<file path="src/rtl/rescale_expander_pkg.sv">
// Shared widths, int8 range constants and the handshake helper for the
// rescale expander datapath.
package rescale_expander_pkg;

  localparam int unsigned ACC_W = 32;
  localparam int unsigned ACT_W = 8;

  localparam logic signed [ACT_W-1:0] INT8_MIN = -8'sd128;
  localparam logic signed [ACT_W-1:0] INT8_MAX = 8'sd127;

  typedef logic [ACC_W-1:0] acc_t;
  typedef logic [ACT_W-1:0] act_t;

  function automatic logic fire(input logic valid, input logic ready);
    return valid & ready;
  endfunction

endpackage

</file>
<file path="src/rtl/rescale_expander_pipe_stage.sv">
// Valid/data pipeline register: loads on advance, empties on drain,
// clr flushes the valid bit ahead of any load or drain.
module pipe_stage_reg #(
  parameter int unsigned W = 32
) (
  input  logic         clk,
  input  logic         rst_b,
  input  logic         clr,
  input  logic         load,
  input  logic         drain,
  input  logic [W-1:0] d,
  output logic         valid,
  output logic [W-1:0] q
);

  always_ff @(posedge clk or negedge rst_b) begin
    if (!rst_b) begin
      valid <= 1'b0;
      q     <= '0;
    end else begin
      if (clr)        valid <= 1'b0;
      else if (load)  valid <= 1'b1;
      else if (drain) valid <= 1'b0;

      if (load && !clr) q <= d;
    end
  end

endmodule

</file>
<file path="src/rtl/rescale_expander.sv">
// Expands signed int8 activations into the 32-bit accumulator domain:
// (x <<< N) plus an optional half-LSB midpoint, two-stage valid/ready pipe.
module rescale_expander
  import rescale_expander_pkg::*;
#(
  parameter int unsigned N         = 11,
  parameter bit          ROUND_MID = 1'b1,
  parameter int unsigned FRAME_LEN = 64
) (
  input  logic             clk,
  input  logic             rst_b,
  input  logic             clr,
  input  logic             in_valid,
  output logic             in_ready,
  input  logic [ACT_W-1:0] in_data,
  output logic             out_valid,
  input  logic             out_ready,
  output logic [ACC_W-1:0] out_data,
  output logic             out_last,
  output logic [15:0]      frame_idx
);

  if (N > 24) begin : g_bad_n
    $error("rescale_expander: N=%0d outside 0..24", N);
  end
  if (FRAME_LEN < 1) begin : g_bad_frame
    $error("rescale_expander: FRAME_LEN must be >= 1");
  end

  // Midpoint offset is 2^(N-1); RSH keeps the shift amount legal when N=0.
  localparam int unsigned RSH      = (N > 0) ? N - 1 : 0;
  localparam acc_t        OFFSET   = (ROUND_MID && N > 0) ? (acc_t'(1) << RSH) : '0;
  localparam logic [15:0] LAST_IDX = 16'(FRAME_LEN - 1);

  logic s1_valid;
  logic s2_valid;
  acc_t s1_d;
  acc_t s1_q;
  acc_t s2_d;
  logic s2_adv;
  logic in_fire;
  logic out_fire;

  always_comb begin
    s2_adv   = s1_valid & (~s2_valid | out_ready);
    in_ready = ~clr & (~s1_valid | s2_adv);
    in_fire  = fire(in_valid, in_ready);
    out_fire = fire(s2_valid, out_ready) & ~clr;
  end

  assign s1_d = {{(ACC_W - ACT_W){in_data[ACT_W-1]}}, in_data};
  assign s2_d = (s1_q << N) + OFFSET;

  pipe_stage_reg #(.W(ACC_W)) u_stage1 (
    .clk   (clk),
    .rst_b (rst_b),
    .clr   (clr),
    .load  (in_fire),
    .drain (s2_adv),
    .d     (s1_d),
    .valid (s1_valid),
    .q     (s1_q)
  );

  pipe_stage_reg #(.W(ACC_W)) u_stage2 (
    .clk   (clk),
    .rst_b (rst_b),
    .clr   (clr),
    .load  (s2_adv),
    .drain (out_fire),
    .d     (s2_d),
    .valid (s2_valid),
    .q     (out_data)
  );

  always_ff @(posedge clk or negedge rst_b) begin
    if (!rst_b) begin
      frame_idx <= '0;
    end else if (clr) begin
      frame_idx <= '0;
    end else if (out_fire) begin
      frame_idx <= (frame_idx == LAST_IDX) ? '0 : frame_idx + 16'd1;
    end
  end

  assign out_valid = s2_valid;
  assign out_last  = s2_valid & (frame_idx == LAST_IDX);

endmodule
</file>
<file path="config.mk">
export PLATFORM = sky130hd
export DESIGN_NAME = rescale_expander
export DESIGN_NICKNAME = d
export VERILOG_FILES = /design/src/rtl/rescale_expander_pkg.sv /design/src/rtl/rescale_expander_pipe_stage.sv /design/src/rtl/rescale_expander.sv
export SDC_FILE = /design/constraint.sdc
export NUM_CORES = 1
export LEC_CHECK = 0
export ABC_CLOCK_PERIOD_IN_PS = 2000
export CAP_MARGIN = 10
export CORE_MARGIN = 2
export CORE_UTILIZATION = 45
export CTS_CLUSTER_SIZE = 30
export DETAILED_ROUTE_END_ITERATION = 8
export GPL_ROUTABILITY_DRIVEN = 1
export GPL_TIMING_DRIVEN = 0
export PLACE_DENSITY = 0.79
export SYNTH_ARGS = -nofsm -noshare
export SYNTH_HDL_FRONTEND = slang
export SYNTH_SLANG_ARGS = --single-unit
</file>
<file path="constraint.sdc">
create_clock -name clk -period 2 [get_ports clk]
set_input_delay 0.4 -clock clk [delete_from_list [all_inputs] [get_ports clk]]
set_output_delay 0.4 -clock clk [all_outputs]
set_load 0.02 [all_outputs]
</file>
==> run summary <==
WL/cell = 14.70 um
Fin Clk Skew = 2.834 ps
sequential share of the synthesized area = 46.85%
worst reg-to-reg path cell count = 5
Remaining DRCs = 0
Post-DP HPWL = 2.989 mm
largest net degree at the start of global routing = 36
RSZ-0062 raised after global routing = true
CP bufs+invs = 1
Synth area leader = dfrtp_1
Max Cap Viol = 0
worst relative slew slack = 50.32%
Worst-Margin Slew = 745.2 ps
clk buf depth = 2
Mean Syn Cell Area = 10.50 sq um
# rows = 23
failing checks = negative setup slack
vias in the first global route = 1423
1st-iter DRT viols = 124
Startpoint Class = register
GR Util All Layers = 20.02%
Area Growth Syn to Fin = 49.87%
Post-Route WL = 4.587 mm
Final ANT Viol Nets = 0
Worst IR Drop VDD = 0.5086 mV
Max Fclk = 0.4952 GHz
Horiz. Die Dim = 68.45 um
CTS tree = built
outcome = complete, but fails checks
Worst-Skew Late Latency = 290 ps
Hold Vio Cnt, Final = 0
global placement routability congestion = 0.9176
layout cells sized above 1 = 34.73%
cell depth of the worst setup path = 4
GRT overflow = 0
Worst Path Max Fanout = 7
design area = 0.002801 sq mm
Layout Cells excl Fill = 312
top-area cell type share of the netlist area = 46.85%
WP data required = 1600 ps
Tmin final = 2020 ps
register bit total from synthesis = 35
ant diodes = 0
clock root buffer = clkbuf_8
Leak = 1.203 nW
post-synth design cell area = 0.001869 sq mm
vias per cell = 5.356
hold crit path type = input port to async pin
top post-synthesis cells by area = dfrtp_1 (47%), buf_4 (9.6%), mux2_2 (9.6%)
Slowest-stage cell, CP = dfrtp_2
vias after detailed routing = 1671
post-route setup slack = -19.58 ps
Placed Area = 0.002491 sq mm
clock sink count = 35
most frequent cells in the layout = clkdlybuf4s50_1 (49), buf_4 (39), dfrtp_1 (26)
initial antenna violation count = 0
die height = 68.45 um
Core Area = 0.004000 sq mm
Final setup viols = 1
period utilization = 101.0%
leading cell type in the layout, fill and taps excluded = clkdlybuf4s50_1
WP data arrival = 1620 ps
TritonRoute pass-1 iters = 4
Initial Util = 46.73%
Largest stage delay, worst path = 440 ps
worst-path cell chain = nor4_4 > and4_4 > and2_4 > buf_6
Post-Synthesis Cells = 178
warnings from Yosys = 0
nets = 275
io pins = 64
Placed Cells = 290
Crit Path Category = register to primary output
P per Cell Area = 831.4 mW/mm^2
Die Area = 0.004685 sq mm
kind of cell adding the most delay to the critical path = simple AND/OR/NAND/NOR gates
H-tree depth = 2
Max Slew Vio Count = 0
IO buf count = 53
first-pass GRT wire length = 6.858 mm
Num CTS Buffers = 5
Distinct cells, synth = 40
endpoint class of the critical path = primary output
CTS clk-pin slew, worst paths = 70 ps
## final cells by class
cell class | count | area (sq um)
flip-flops and latches | 35 | 887.1
repair buffers | 68 | 643.1
multi-input cells | 121 | 865.8
inverters | 5 | 18.77
fillers | 290 | 1199
clock inverters | 3 | 67.56
well taps | 50 | 62.56
clock buffers | 5 | 68.82
plain buffers | 25 | 187.7
## Yosys cell counts, drive strengths merged
cell type and count:
nor3 3, a21oi 3, clkbuf 1, nor3b 1
a22o 3, o311a 1, nand2 7, and4bb 1
nand2b 3, o31ai 1, nand3 7, and3 3
nand4 5, dfrtp 35, or2 1, or3 3
o21bai 3, nor2 12, conb 1, and2 3
o21ai 5, inv 5, ha 1, a32o 2
a211o 1, nor2b 2, and4 1, or4 3
nor4 8, a31o 1, buf 25, mux2 16
a31oi 9, o2bb2ai 1, xor2 1
## final timing paths
path / from / end / slack, ps
worst min-delay path: rst_b / frame_idx[13]$_DFFE_PN0P_ / 170
worst min register to register: u_stage2.q[10]$_DFFE_PN0P_ / u_stage2.q[10]$_DFFE_PN0P_ / 480
worst max register to register: frame_idx[8]$_DFFE_PN0P_ / frame_idx[15]$_DFFE_PN0P_ / 100
worst max-delay path: frame_idx[14]$_DFFE_PN0P_ / out_last / -20
min in group clk: u_stage2.q[10]$_DFFE_PN0P_ / u_stage2.q[10]$_DFFE_PN0P_ / 480
max in group asynchronous: rst_b / u_stage2.q[30]$_DFFE_PN0P_ / 1300
## state kept, by name (all words and copies together), names as in the netlist
register / cells
frame_idx: 16
u_stage2.q: 9
u_stage2.valid: 1
u_stage1.valid: 1
u_stage1.q: 8
## worst reg2reg max path: stages (launching register included)
cell     delay, ps
dfrtp_2        450
buf_4          150
nand4_2        170
or4_1          580
and3_1         200
a211o_1        250
## cells by family (layout without fill, tap and decap cells)
logic type               count (synthesis)  after routing  share of synthesized area, %
AND/OR/NAND/NOR                         63             63                         19.48
XOR/XNOR                                 1              1                        0.4686
buffers and inverters                   31            106                         11.45
adder cells (fa/ha/maj)                  1              1                        0.6692
flip-flops                              35             35                         46.85
AO/OA/AOI/OAI                           30             30                         11.24
other                                    1             10                        0.2006
multiplexers                            16             16                         9.638
## power by group
group / switching, mW / total [mW] / leakage, nW / internal, mW
Combinational: 0.320 / 0.732 / 0.705 / 0.411
Sequential: 0.0599 / 0.846 / 0.433 / 0.786
Clock: 0.255 / 0.752 / 0.0644 / 0.497
Total: 0.635 / 2.33 / 1.20 / 1.69
## routing by layer
metal	vias up	GRT usage, %	wire length, um
li1	785	-	-
met1	798	28.30	1878
met2	76	28.85	2284
met3	12	4.934	336
met4	0	9.000	87
met5	-	0	0
## stage by stage
step                      util (%)  total power, mW  setup TNS [ps]  worst slack [ps]  hold slack (ps)
after global routing         70.03            2.438          -51.33            -47.64            242.6
after floorplan                  -            1.261               0             74.18            104.4
after global placement       62.40            1.584          -11790            -405.7            454.3
after CTS                    68.10            2.352          -43.81            -43.81            207.2
final                        70.03            2.329          -19.58            -19.58            172.6
after detailed placement     62.28            1.595           -3687            -417.8            469.0
## repair_timing
action,CTS,global route
setup buffers,6,9
pin swaps,2,3
hold buffers,0,0
resized for setup,26,4
setup endpoints to repair,15,2
(Power assumes the default switching activity.)
